==> config.mk <==
export PLATFORM = sky130hd
export DESIGN_NAME = tetris_board_renderer_flat
export DESIGN_NICKNAME = d
export VERILOG_FILES = /design/src/rtl/tetris_pkg.sv /design/src/rtl/tetris_board_renderer_if.sv /design/src/rtl/tetris_cell_axis.sv /design/src/rtl/tetris_board_renderer.sv /design/src/flat_wrapper.sv
export SDC_FILE = /design/constraint.sdc
export NUM_CORES = 1
export LEC_CHECK = 0
export CAP_MARGIN = 20
export CORE_ASPECT_RATIO = 1.2
export CORE_MARGIN = 3
export CORE_UTILIZATION = 50
export DETAILED_ROUTE_END_ITERATION = 16
export GPL_ROUTABILITY_DRIVEN = 0
export PLACE_DENSITY = 0.9
export SYNTH_ARGS = -nofsm -noshare
export SYNTH_HDL_FRONTEND = slang
export SYNTH_SLANG_ARGS = --single-unit
==> constraint.sdc <==
create_clock -name clk -period 7.7 [get_ports clk]
set_input_delay 1.54 -clock clk [delete_from_list [all_inputs] [get_ports clk]]
set_output_delay 1.54 -clock clk [all_outputs]
set_load 0.05 [all_outputs]
==> src/rtl/tetris_pkg.sv <==
// rtl/tetris_pkg.sv - shared board geometry defaults, palette and RGB332 helpers
package tetris_pkg;

  localparam int DEF_NUM_CELLS_X = 10;
  localparam int DEF_NUM_CELLS_Y = 20;

  // Counter widths cover CELL_SIZE up to 32 and a cell index saturating at 32.
  localparam int SUB_W  = 5;
  localparam int CELL_W = 6;

  localparam logic [7:0] GRID_RGB = 8'h24;
  localparam logic [7:0] PALETTE [0:7] = '{8'h00, 8'h13, 8'h92, 8'h38,
                                           8'h38, 8'h39, 8'h38, 8'h39};

  function automatic logic [2:0] rgb332_r(input logic [7:0] c);
    return c[7:5];
  endfunction

  function automatic logic [2:0] rgb332_g(input logic [7:0] c);
    return c[4:2];
  endfunction

  function automatic logic [1:0] rgb332_b(input logic [7:0] c);
    return c[1:0];
  endfunction

endpackage

==> src/rtl/tetris_board_renderer_if.sv <==
// rtl/tetris_board_renderer_if.sv - cell query bus between the renderer and tetris_engine
interface tetris_board_renderer_if;
  logic [7:0] query_pos;
  logic [2:0] query_res;

  modport master (output query_pos, input query_res);
  modport slave  (input query_pos, output query_res);
endinterface

==> src/rtl/tetris_cell_axis.sv <==
// rtl/tetris_cell_axis.sv - per-axis cell/sub-pixel counter, no division
// Outputs are the position of the current pixel (next-state view of the counters).
module tetris_cell_axis
  import tetris_pkg::*;
#(
  parameter int START     = 0,
  parameter int CELL_SIZE = 16,
  parameter int NUM_CELLS = 10,
  parameter int POS_W     = 10
) (
  input  logic              clk,
  input  logic              reset,
  input  logic              step_i,
  input  logic [POS_W-1:0]  pos_i,
  output logic [SUB_W-1:0]  sub_o,
  output logic [CELL_W-1:0] cell_o,
  output logic              in_range_o
);

  logic [SUB_W-1:0]  sub_q, sub_d;
  logic [CELL_W-1:0] cell_q, cell_d;

  always_comb begin
    sub_d  = sub_q;
    cell_d = cell_q;
    if (step_i) begin
      if (int'(pos_i) == START) begin
        sub_d  = '0;
        cell_d = '0;
      end else if (int'(sub_q) == CELL_SIZE - 1) begin
        sub_d = '0;
        if (int'(cell_q) < NUM_CELLS) cell_d = cell_q + CELL_W'(1);
      end else begin
        sub_d = sub_q + SUB_W'(1);
      end
    end
  end

  always_ff @(posedge clk or posedge reset) begin
    if (reset) begin
      sub_q  <= '0;
      cell_q <= '0;
    end else if (step_i) begin
      sub_q  <= sub_d;
      cell_q <= cell_d;
    end
  end

  assign sub_o      = sub_d;
  assign cell_o     = cell_d;
  assign in_range_o = (int'(pos_i) >= START) && (int'(pos_i) < START + NUM_CELLS * CELL_SIZE);

endmodule

==> src/rtl/tetris_board_renderer.sv <==
// rtl/tetris_board_renderer.sv - two-stage board pixel pipeline between timing generator and VGA pins
// S0 registers region flags and issues the cell query; S1 resolves colour from query_res.
module tetris_board_renderer
  import tetris_pkg::*;
#(
  parameter int   NUM_CELLS_X = DEF_NUM_CELLS_X,
  parameter int   NUM_CELLS_Y = DEF_NUM_CELLS_Y,
  parameter int   CELL_SIZE   = 16,
  parameter int   BOARD_X0    = 240,
  parameter int   BOARD_Y0    = 40,
  parameter int   BORDER      = 10,
  parameter int   GRID_LINES  = 1,
  parameter int   BLINK_BIT   = 4,
  parameter logic SYNC_IDLE   = 1'b1
) (
  input  logic                   clk,
  input  logic                   reset,
  input  logic                   pix_stb,
  input  logic [9:0]             in_x,
  input  logic [8:0]             in_y,
  input  logic                   in_active,
  input  logic                   in_hs,
  input  logic                   in_vs,
  tetris_board_renderer_if.master qry,
  input  logic [NUM_CELLS_Y-1:0] blink_row_mask,
  input  logic [7:0]             border_rgb,
  output logic [2:0]             VGA_R,
  output logic [2:0]             VGA_G,
  output logic [1:0]             VGA_B,
  output logic                   hsync,
  output logic                   vsync
);

  localparam int BX1 = BOARD_X0 + NUM_CELLS_X * CELL_SIZE;
  localparam int BY1 = BOARD_Y0 + NUM_CELLS_Y * CELL_SIZE;

  logic [SUB_W-1:0]  sub_x, sub_y;
  logic [CELL_W-1:0] col, ycell, row;
  logic              in_bx, in_by;

  tetris_cell_axis #(
    .START(BOARD_X0), .CELL_SIZE(CELL_SIZE), .NUM_CELLS(NUM_CELLS_X), .POS_W(10)
  ) u_axis_x (
    .clk(clk), .reset(reset), .step_i(pix_stb), .pos_i(in_x),
    .sub_o(sub_x), .cell_o(col), .in_range_o(in_bx)
  );

  tetris_cell_axis #(
    .START(BOARD_Y0), .CELL_SIZE(CELL_SIZE), .NUM_CELLS(NUM_CELLS_Y), .POS_W(9)
  ) u_axis_y (
    .clk(clk), .reset(reset), .step_i(pix_stb && in_x == '0), .pos_i(in_y),
    .sub_o(sub_y), .cell_o(ycell), .in_range_o(in_by)
  );

  logic       board_d, border_d, blink_d;
  logic [7:0] query_pos_d;

  always_comb begin
    board_d  = in_bx && in_by;
    border_d = !board_d
               && int'(in_x) >= BOARD_X0 - BORDER && int'(in_x) < BX1 + BORDER
               && int'(in_y) >= BOARD_Y0 - BORDER && int'(in_y) < BY1 + BORDER;
    row         = CELL_W'(NUM_CELLS_Y - 1) - ycell;
    query_pos_d = 8'(int'(row) * NUM_CELLS_X + int'(col));
    blink_d     = 1'b0;
    for (int r = 0; r < NUM_CELLS_Y; r++) begin
      if (int'(row) == r) blink_d = board_d && blink_row_mask[r];
    end
  end

  logic       board_q, border_q, active_q, grid_q, blink_q, hs_q, vs_q;
  logic       vs_prev_q, frame_ok_q, hsync_q, vsync_q;
  logic [7:0] query_pos_q, frame_cnt_q, color_q, color_d;

  always_comb begin
    color_d = 8'h00;
    if (!active_q || !frame_ok_q)                                   color_d = 8'h00;
    else if (border_q)                                               color_d = border_rgb;
    else if (board_q && blink_q && frame_cnt_q[BLINK_BIT])           color_d = 8'hFF;
    else if (board_q && GRID_LINES != 0 && grid_q && qry.query_res == 3'd0) color_d = GRID_RGB;
    else if (board_q)                                                color_d = PALETTE[qry.query_res];
  end

  always_ff @(posedge clk or posedge reset) begin
    if (reset) begin
      board_q     <= 1'b0;
      border_q    <= 1'b0;
      active_q    <= 1'b0;
      grid_q      <= 1'b0;
      blink_q     <= 1'b0;
      hs_q        <= SYNC_IDLE;
      vs_q        <= SYNC_IDLE;
      vs_prev_q   <= SYNC_IDLE;
      frame_ok_q  <= 1'b0;
      frame_cnt_q <= 8'd0;
      query_pos_q <= 8'd0;
      color_q     <= 8'd0;
      hsync_q     <= SYNC_IDLE;
      vsync_q     <= SYNC_IDLE;
    end else if (pix_stb) begin
      board_q   <= board_d;
      border_q  <= border_d;
      active_q  <= in_active;
      grid_q    <= (sub_x == '0) || (sub_y == '0);
      blink_q   <= blink_d;
      hs_q      <= in_hs;
      vs_q      <= in_vs;
      vs_prev_q <= in_vs;
      if (board_d) query_pos_q <= query_pos_d;
      // frame_ok only ever sets here, so a mid-frame reset blanks until the next vsync.
      if (in_vs != SYNC_IDLE && vs_prev_q == SYNC_IDLE) begin
        frame_cnt_q <= frame_cnt_q + 8'd1;
        frame_ok_q  <= 1'b1;
      end
      color_q <= color_d;
      hsync_q <= hs_q;
      vsync_q <= vs_q;
    end
  end

  assign qry.query_pos = query_pos_q;
  assign VGA_R = rgb332_r(color_q);
  assign VGA_G = rgb332_g(color_q);
  assign VGA_B = rgb332_b(color_q);
  assign hsync = hsync_q;
  assign vsync = vsync_q;

endmodule

==> src/flat_wrapper.sv <==
// flat-port wrapper written by rule: the top's interface ports become plain ports
module tetris_board_renderer_flat import tetris_pkg::*;
#(
  parameter int   NUM_CELLS_X = DEF_NUM_CELLS_X,
  parameter int   NUM_CELLS_Y = DEF_NUM_CELLS_Y,
  parameter int   CELL_SIZE   = 16,
  parameter int   BOARD_X0    = 240,
  parameter int   BOARD_Y0    = 40,
  parameter int   BORDER      = 10,
  parameter int   GRID_LINES  = 1,
  parameter int   BLINK_BIT   = 4,
  parameter logic SYNC_IDLE   = 1'b1
)
  (clk, reset, pix_stb, in_x, in_y, in_active, in_hs, in_vs, blink_row_mask, border_rgb, VGA_R, VGA_G, VGA_B, hsync, vsync, qry_query_pos, qry_query_res);
  tetris_board_renderer_if qry_i ();
  input  logic clk;
  input  logic reset;
  input  logic pix_stb;
  input  logic [9:0] in_x;
  input  logic [8:0] in_y;
  input  logic in_active;
  input  logic in_hs;
  input  logic in_vs;
  input  logic [NUM_CELLS_Y-1:0] blink_row_mask;
  input  logic [7:0] border_rgb;
  output logic [2:0] VGA_R;
  output logic [2:0] VGA_G;
  output logic [1:0] VGA_B;
  output logic hsync;
  output logic vsync;
  output wire logic [$bits(qry_i.query_pos)-1:0] qry_query_pos;
  input wire logic [$bits(qry_i.query_res)-1:0] qry_query_res;
  assign qry_query_pos = qry_i.query_pos;
  assign qry_i.query_res = qry_query_res;
  tetris_board_renderer #(.NUM_CELLS_X(NUM_CELLS_X), .NUM_CELLS_Y(NUM_CELLS_Y), .CELL_SIZE(CELL_SIZE), .BOARD_X0(BOARD_X0), .BOARD_Y0(BOARD_Y0), .BORDER(BORDER), .GRID_LINES(GRID_LINES), .BLINK_BIT(BLINK_BIT), .SYNC_IDLE(SYNC_IDLE)) u_core (.clk(clk), .reset(reset), .pix_stb(pix_stb), .in_x(in_x), .in_y(in_y), .in_active(in_active), .in_hs(in_hs), .in_vs(in_vs), .qry(qry_i), .blink_row_mask(blink_row_mask), .border_rgb(border_rgb), .VGA_R(VGA_R), .VGA_G(VGA_G), .VGA_B(VGA_B), .hsync(hsync), .vsync(vsync));
endmodule
==> results.sh <==
export IMPL_status="complete, no violations"
export IMPL_drtIter0Drc=284
export IMPL_drtAntennaViolNets=0
export IMPL_path_cells="clkdlybuf4s50_1 -> buf_4 -> nor4b_2 -> and4b_1 -> nand2_1 -> o31ai_1 -> inv_1 -> ha_1 -> inv_1 -> xnor2_1 -> ha_1 -> inv_1 -> fa_1 -> inv_1 -> ha_1 -> a21oi_1 -> nor2b_1 -> xnor2_1 -> xnor2_1 -> o21ai_0"
export IMPL_hold_violations=0
export IMPL_cts_made_buffers=5
export IMPL_seq_area_frac_synth=0.372
export IMPL_grt_max_degree=54
export IMPL_io_pins=74
export IMPL_die_h_um=98.7
export IMPL_ys_types=64
export IMPL_wire_per_inst_um=16.5
export IMPL_cts_setup_buffers=0
export IMPL_cp_startpoint="pix_stb"
export IMPL_port_buffers=73
export IMPL_worstMarginPinSlew_ps=692
export IMPL_core_area_mm2=0.00690
export IMPL_cts_root_buf="clkbuf_8"
export IMPL_netlist_area_mm2=0.00358
export IMPL_drive_gt1_frac=0.0899
export IMPL_cpMostUsedCell="inv_1"
export IMPL_r2r_start="u_core.u_axis_y.sub_q[0]$_DFFE_PP0N_"
export IMPL_cp_start_kind="input pin"
export IMPL_grt_pass1_vias=3261
export IMPL_cp_slowest_cell="o31ai_1"
export IMPL_synth_ff_latch_count=53
export IMPL_antenna_cells=0
export IMPL_dr_pass1_iters=5
export IMPL_clock_latency_ps=320
export IMPL_maxSlewViolCount=0
export IMPL_num_vias=3257
export IMPL_grt_setup_unrepaired="no"
export IMPL_crit_family="adder cells"
export IMPL_tritoncts="yes"
export IMPL_clk_pin_slew_worst_paths_ps=120
export IMPL_via_per_inst=6.00
export IMPL_clock_sinks=53
export IMPL_cp_depth=20
export IMPL_drc=0
export IMPL_max_cap_viol_count=0
export IMPL_antenna_found_initial=0
export IMPL_cp_num_buf_inv=6
export IMPL_crit_fanout=36
export IMPL_clk_path_buf_depth=2
export IMPL_p_per_area_mw_per_mm2=155
export IMPL_synth_async_sr_flop_share=1.00
export IMPL_slowest_delay_ps=650
export IMPL_hold_start="u_core.frame_cnt_q[4]$_DFFE_PP0P_"
export IMPL_initial_utilization=0.519
export IMPL_grt_pass1_wl_mm=15.0
export IMPL_timing_rr_end="u_core.qry.query_pos[7]$_DFFE_PP0P_"
export IMPL_fmax_mhz=157
export IMPL_die_area_mm2=0.00821
export IMPL_min_path_type="flop to flop"
export IMPL_synth_area_per_cell_um2=9.32
export IMPL_finalCritPeriodShare=0.827
export IMPL_max_slew_margin=0.535
export IMPL_tns_ps=0
export IMPL_synth_most_common_cell="dfrtp_1"
export IMPL_cts_hold_buf=0
export IMPL_wl_mm=8.94
export IMPL_fin_nets=538
export IMPL_r2r_slack_ps=3030
export IMPL_synth_ff_type="dfrtp_1"
export IMPL_syn_to_final_growth_pct=25.5
export IMPL_period_needed_ps=6370
export IMPL_crit_arrival_ps=6570
export IMPL_rows=33
export IMPL_power_leakage_nw=2.00
export IMPL_grt_overflow=0
export IMPL_die_w_um=83.2
export IMPL_postCtsResizedCells=0
export IMPL_synth_area_leader_cell="dfrtp_1"
export IMPL_synth_nets=467
export IMPL_ys_warnings_count=0
export IMPL_r2r_cells=19
export IMPL_critPathRequiredTime_ps=7900
export IMPL_grt_usage=0.220
export IMPL_synth_edf_count=0
export IMPL_skew_ps=16.2
export IMPL_netlist_top_cells_area="dfrtp_1 (34%), ha_1 (8.7%), nand2_1 (4.2%)"
export IMPL_yosysTopAreaCellShare=0.343
export IMPL_finalSetupViolations=0
export IMPL_place_hpwl_mm=6.84
export IMPL_finalWorstSetupSlack_ps=1330
export IMPL_yosys_top_cells_count="dfrtp_1 (49), nand2_1 (40), inv_1 (32), o21ai_0 (29), ha_1 (25)"
export IMPL_cts_htree_levels=2
export IMPL_endpoint="u_core.qry.query_pos[7]$_DFFE_PP0P_"
export IMPL_dp_slack_ps=1000
export IMPL_endpoint_kind="flop"
export IMPL_ir_worst_vdd_v=0.000134
export IMPL_syn_inst=384
export IMPL_crit_type="input pin to flop"
==> layer usage <==
metal  vias up  routed length, µm  track usage
li1       1525                  -            -
met1      1563               3580        0.274
met2       146               4430        0.367
met3        23                699       0.0594
met4         0                235       0.0805
met5         -                  0            0
==> layout make-up <==
cell class,count,area (µm²)
Multi-Input combinational cell,287,2060
Fill cell,530,2400
Sequential cell,53,1330
Tap cell,87,109
Inverter,33,129
Clock buffer,5,68.8
Clock inverter,3,26.3
Timing Repair Buffer,75,766
==> per-stage QoR <==
step	hold WS [ps]	std cells	power, mW	utilization	area [µm²]
floorplan	436	384	0.450	-	3580
global placement	451	534	0.519	0.634	4370
detailed placement	459	534	0.528	0.634	4370
CTS	482	542	0.698	0.648	4470
global route	519	543	0.735	0.652	4490
finish	480	543	0.697	0.652	4490
==> cells in the final DEF, fill, tap and decap left out, drive strengths merged, types with 8 or more instances in the layout <==
cell type,netlist,routed
nor3,8,8
mux2,10,10
nand3,12,12
xnor2,11,11
nand4,8,8
nand2,40,40
mux2i,8,8
ha,25,25
a21oi,16,16
o21ai,31,31
clkdlybuf4s50,0,73
inv,32,33
dfrtp,49,49
nor2,23,23
==> worst min-delay path by stage <==
stage | to | slack [ps] | cells past startpoint
finish | u_core.frame_cnt_q[4]$_DFFE_PP0P_ | 480 | 1
global route | u_core.frame_cnt_q[4]$_DFFE_PP0P_ | 520 | 1
CTS | u_core.frame_cnt_q[4]$_DFFE_PP0P_ | 480 | 1
detailed placement | u_core.frame_ok_q$_DFFE_PP0P_ | 460 | 1
global placement | u_core.frame_ok_q$_DFFE_PP0P_ | 450 | 1
floorplan | u_core.frame_ok_q$_DFFE_PP0P_ | 440 | 1
==> registers in the layout (all words and copies together) (netlist names), 5 cells and up <==
signal                  cells
u_core.qry.query_pos        8
u_core.u_axis_x.sub_q       5
u_core.frame_cnt_q          5
u_core.u_axis_y.sub_q       5
u_core.u_axis_y.cell_q      6
u_core.color_q              8
u_core.u_axis_x.cell_q      6
==> cell families (layout without fill, tap and decap cells) <==
family / count (synthesis) / after routing / synth area share
simple gates: 132 / 132 / 0.211
compound gates: 95 / 95 / 0.176
flops: 53 / 53 / 0.372
buf+inv: 44 / 116 / 0.0517
fa+ha+maj: 27 / 27 / 0.0986
mux: 18 / 18 / 0.0538
xor+xnor: 15 / 15 / 0.0367
==> worst register-to-register path, stage by stage, from the launching register on <==
cell	delay [ps]
dfrtp_1	410
ha_1	260
nand4b_2	210
nor3_4	330
nand2_1	160
o31ai_1	600
inv_1	150
ha_1	250
inv_1	120
xnor2_1	140
ha_1	330
inv_1	60
fa_1	530
inv_1	50
ha_1	310
a21oi_1	150
nor2b_1	80
xnor2_1	190
xnor2_1	140
o21ai_0	80
==> power by group <==
group	internal, mW	switching, mW	total (mW)
clock	0.0664	0.105	0.171
sequential	0.314	0.0287	0.342
combinational	0.0828	0.100	0.183
Note: power is estimated with default switching activity, not from simulation.
==> patch 1, RTL diff (config.mk and constraints unchanged) <==
Put a register stage on the outputs `VGA_R`, `VGA_G` and `VGA_B`, without a reset. The values now appear one clock later. The other outputs are not delayed to match.
--- a/src/rtl/tetris_board_renderer.sv
+++ b/src/rtl/tetris_board_renderer.sv
@@ -119,9 +119,11 @@
   end
 
   assign qry.query_pos = query_pos_q;
-  assign VGA_R = rgb332_r(color_q);
-  assign VGA_G = rgb332_g(color_q);
-  assign VGA_B = rgb332_b(color_q);
+  always_ff @(posedge clk) begin
+    VGA_R <= rgb332_r(color_q);
+    VGA_G <= rgb332_g(color_q);
+    VGA_B <= rgb332_b(color_q);
+  end
   assign hsync = hsync_q;
   assign vsync = vsync_q;
 
Function: changed (a bounded check fails within 4 cycles, from zero or initial values and one cycle with reset high).
==> patch 1 against the unedited design <==
Synthesized area up 7.9%. Sequential share of layout area is 0.76 points higher. Sequential cell count increased by 8. Highest routed layer unchanged. Cell area rose by 9.2%. Largest cell class unchanged. Count of clock-buffer cells in the layout rose by 4. Setup slack got worse by 0.37 ns. Non-clock buffer count is 3 higher. Wire length is 11% higher. Clock power rose by 110%. Power increased by 55%. Hold slack worse by 0.11 ns. Global-route usage up 1.1 points. Critical path type unchanged.
==> patch 1: results (changes against the unedited design) <==
Parameter                              Value

Floorplan
  Area of the die ... 8822 um^2 (+7.4%)

Clock tree
  Inserted Clock Buffers ... 9 (+4)

Route
  Number of DRC markers after the initial detailed-route iteration ... 188 (-34%)
  Mean number of vias per cell ... 6.151 (+2.5%)
  Post-DR wirelength/cell ... 16.99 um (+3.1%)

Power and ir drop
  Max rail drop VDD ... 171.5 uV (+28%)
  Int Pwr ... 724.4 uW (+57%)
  Static leakage ... 0.002082 uW (+4.1%)

Final layout
  Final core utilization ... 0.6668 (+0.01517)
  Non-clock buffer share of cell area ... 0.1566 (-0.01387)
  Register area ... 1491 um^2 (+12%)
  Number of non-clock buffers in the layout ... 78 (+4.0%)
  Number of filler instances in the final layout ... 553 (+4.3%)
  Clock tree cell share of total cell area ... 0.04972 (+0.02856)
  Multi-input combinational cell area ... 2175 um^2 (+5.4%)
  Layout multi-input combinational cell count ... 308 (+7.3%)
  Number of non-clock inverters ... 31 (-6.1%)
  Share of cells above drive strength 1 ... 0.09312 (+0.003205)
  Clk_buf instances ... 9 (+4)

STA
  Max transition margin ... 0.4682 (-0.06640)
  Skew final ... 0.005605 ns (-0.01061 ns)

Synth
  Post-Synth Adder-Cell Area ... 0.09132 (-0.007246)
  Number of distinct library cells after synthesis ... 71 (+11%)
  Compound-cell area share of the yosys netlist ... 0.1920 (+0.01622)
  Synth Net Count ... 500 (+7.1%)
  Mapped Cells ... 417 (+8.6%)
  Flip-flop and latch count after synthesis ... 61 (+15%)
  Proportion of synthesized flip-flops having asynchronous set or reset ... 0.8689 (-0.1311)
  Post-synthesis share of cell area spent on xor and xnor gates ... 0.03174 (-0.004965)
  Share of synthesized area spent on multiplexers ... 0.04793 (-0.005900)
  Top cells by instance count after synthesis ... sky130_fd_sc_hd__dfrtp_1, sky130_fd_sc_hd__nand2_1, sky130_fd_sc_hd__inv_1, sky130_fd_sc_hd__nor2_1, sky130_fd_sc_hd__o21ai_0
  Area contributors post-synth ... sky130_fd_sc_hd__dfrtp_1, sky130_fd_sc_hd__ha_1, sky130_fd_sc_hd__dfxtp_1
  Register area share after synthesis ... 0.3860 (+0.01411)

GRT
  Vias in the first global route ... 3491 (+7.1%)
  Global-route wire length before repair ... 16190 um (+8.0%)
  Combined global-route utilization of all metal layers ... 0.2311 (+0.01095)

Placement
  Setup slack at placement ... 0.6887 ns (-0.3132 ns)
  DPL Wire Length ... 7306 um (+6.8%)
  Cell count after placement ... 568 (+6.4%)
  Post-DP Area ... 4663 um^2 (+6.7%)

Critical path
  Largest fanout of any net on the critical path ... 15 (-58%)
  Arr. time, crit path ... 6.95 ns (+0.38 ns)
  Delay of the slowest cell on the worst path ... 0.63 ns (-0.02 ns)

Run status
  Status ... finished, final reports clean
patch 1: cell count changes after synthesis, sizes merged, moves of 6 or more:
cell   delta
nor2      +6
dfxtp     +8
nand2     -8
o22ai     -6
patch 1: power groups by stage:
stage | logic, uW | clock network (uW) | registers, uW
finish | 310 | 352 | 418
detailed placement | 305 | 0 | 421
CTS | 311 | 356 | 417
global route | 332 | 373 | 424
floorplan | 122 | 0 | 489
global placement | 294 | 0 | 419
patch 1: critical path, delay by kind of cell:
kind,cells,cell delay [ns]
and+or+nand+nor,6,1.90
xor gates and xnor gates,2,0.30
buffers and inverters,4,0.78
adders and majority gates,4,1.50
AOI/OAI and AO/OA,4,0.93
patch 1: layer usage:
metal | part of all wire | global-route usage | vias up
li1 | - | - | 1674
met1 | 0.39 | 0.2818 | 1723
met2 | 0.52 | 0.4006 | 159
met3 | 0.058 | 0.05323 | 36
met4 | 0.032 | 0.08273 | 0
met5 | 0 | 0 | -
patch 1: path summary, 6_finish.rpt:
path / slack, ns / cells after the start / start / end
hold reg to reg: 0.37 / 0 / u_core.color_q[6] / u_core.VGA_R[1]
setup / recovery: 0.95 / 20 / in_x[9] / u_core.qry.query_pos[7]
hold / removal: 0.37 / 0 / u_core.color_q[6] / u_core.VGA_R[1]
max in group asynchronous: 5.56 / 3 / reset / u_core.u_axis_y.cell_q[5]
setup reg to reg: 2.61 / 18 / u_core.u_axis_y.sub_q[0] / u_core.qry.query_pos[7]
min in group asynchronous: 1.69 / 3 / reset / u_core.frame_cnt_q[1]
patch 1: cell families after synthesis:
kind of cell | Yosys count
XOR/XNOR | 14
adder cells (fa/ha/maj) | 27
flip-flops | 61
multiplexers | 17
AND/OR/NAND/NOR | 143
buffers and inverters | 48
AO/OA/AOI/OAI | 107
==> patch 2, RTL diff (config.mk and constraints unchanged) <==
Made on the original files. The package constant `CELL_W` goes from 6 to 12.
--- a/src/rtl/tetris_pkg.sv
+++ b/src/rtl/tetris_pkg.sv
@@ -6,7 +6,7 @@
 
   // Counter widths cover CELL_SIZE up to 32 and a cell index saturating at 32.
   localparam int SUB_W  = 5;
-  localparam int CELL_W = 6;
+  localparam int CELL_W = 12;
 
   localparam logic [7:0] GRID_RGB = 8'h24;
   localparam logic [7:0] PALETTE [0:7] = '{8'h00, 8'h13, 8'h92, 8'h38,
Check against the original RTL: no difference found for any inputs over 10 cycles, from zero or initial values and one cycle with reset high; that may be too few to reach the edited logic, so the function may still have changed.
==> patch 2 against the unedited design <==
Setup slack worse by 0.28 ns. Die area is 20% higher. Global-route usage is 1.2 points higher. Power is 49% higher. Wire length is 25% higher. Via count is 21% higher. Sequential share of layout area is 0.68 points higher. First-iteration DRC count is 5.3% higher. Cell area is 20% higher. Combinational power is 66% higher. Synthesized area is 21% higher. Sequential cell count is 12 higher. Critical endpoint unchanged.
==> patch 2: results (changes against the unedited design) <==
Parameter                              Value

Run status
  Status ... finished, final reports clean

GRT
  Pin count of the biggest net entering global routing ... 66 (+22%)
  M1 GR Usage ... 0.2742 (about the same)
  Global-route wire length before repair ... 18440 um (+23%)
  Vias in the first global route ... 3959 (+21%)
  Met2 track demand over resource ... 0.3982 (+0.03093)

Placement
  Setup slack at placement ... 0.7260 ns (-0.2758 ns)
  DPL Wire Length ... 8420 um (+23%)
  Cell count after placement ... 638 (+19%)

Hold path
  Hold Path Sink ... u_core.frame_cnt_q[3]

STA
  Max transition margin ... 0.4618 (-0.07282)

Synth
  Share of synthesized area spent on multiplexers ... 0.03259 (-0.02123)
  Register area share after synthesis ... 0.3761 (+0.004220)
  Top cells by instance count after synthesis ... sky130_fd_sc_hd__dfrtp_1, sky130_fd_sc_hd__nand2_1, sky130_fd_sc_hd__nor2_1, sky130_fd_sc_hd__inv_1, sky130_fd_sc_hd__ha_1

Route
  Total met3 wirelength after detailed routing ... 586 um (-16%)
  Post-DR wirelength/cell ... 17.00 um (+3.2%)
  Routed WL ... 11130 um (+25%)
  Routed length on met1 ... 4368 um (+22%)

Critical path
  Launch point of the critical path ... in_x[8]
  Largest delay contributor family on the critical path ... simple AND/OR/NAND/NOR gates
  Delay of the slowest cell on the worst path ... 0.55 ns (-0.10 ns)
  Depth of the worst register-to-register path ... 20 (+1)
  Launch point of the worst reg-to-reg path ... u_core.u_axis_y.cell_q[5]
  Arr. time, crit path ... 6.87 ns (+0.30 ns)
  Register-to-Register Setup Slack ... 2.76 ns (-0.27 ns)

Clock tree
  Clock transition at path regs ... 0.08 ns (-0.04 ns)
  Clock insertion delay at the later pin of the skew report ... 0.36 ns (+0.04 ns)
  Inserted Clock Buffers ... 9 (+4)

Power and ir drop
  Max rail drop VDD ... 180.6 uV (+35%)

Final layout
  Share of cells above drive strength 1 ... 0.1035 (+0.01360)
  Number of filler instances in the final layout ... 672 (+27%)
-- patch 2: cell count changes in the layout (fill, tap and decap cells not counted), moves of 6 or more --
cell / change
sky130_fd_sc_hd__o22ai_1: -7
sky130_fd_sc_hd__and2_1: +13
sky130_fd_sc_hd__dfrtp_1: +12
sky130_fd_sc_hd__nor3_1: +8
sky130_fd_sc_hd__xnor2_1: +6
sky130_fd_sc_hd__nor2_1: +11
-- patch 2: cell type report --
cell class | instances | area, um^2 | area share
inverter | 28 | 105.1 | 0.01953
clock inverter | 7 | 83.83 | 0.01557
sequential | 65 | 1632 | 0.3031
tap | 114 | 142.6 | 0.02650
timing repair buffer | 76 | 759.5 | 0.1411
clock buffer | 9 | 123.9 | 0.02301
multi-input combinational | 356 | 2536 | 0.4712
-- patch 2: power by group --
| group | internal (uW) | switching, uW | total (uW) |
|---|---|---|---|
| clock network | 155 | 150 | 306 |
| registers | 392 | 39.5 | 432 |
| logic | 128 | 176 | 303 |
| total | 675 | 365 | 1040 |
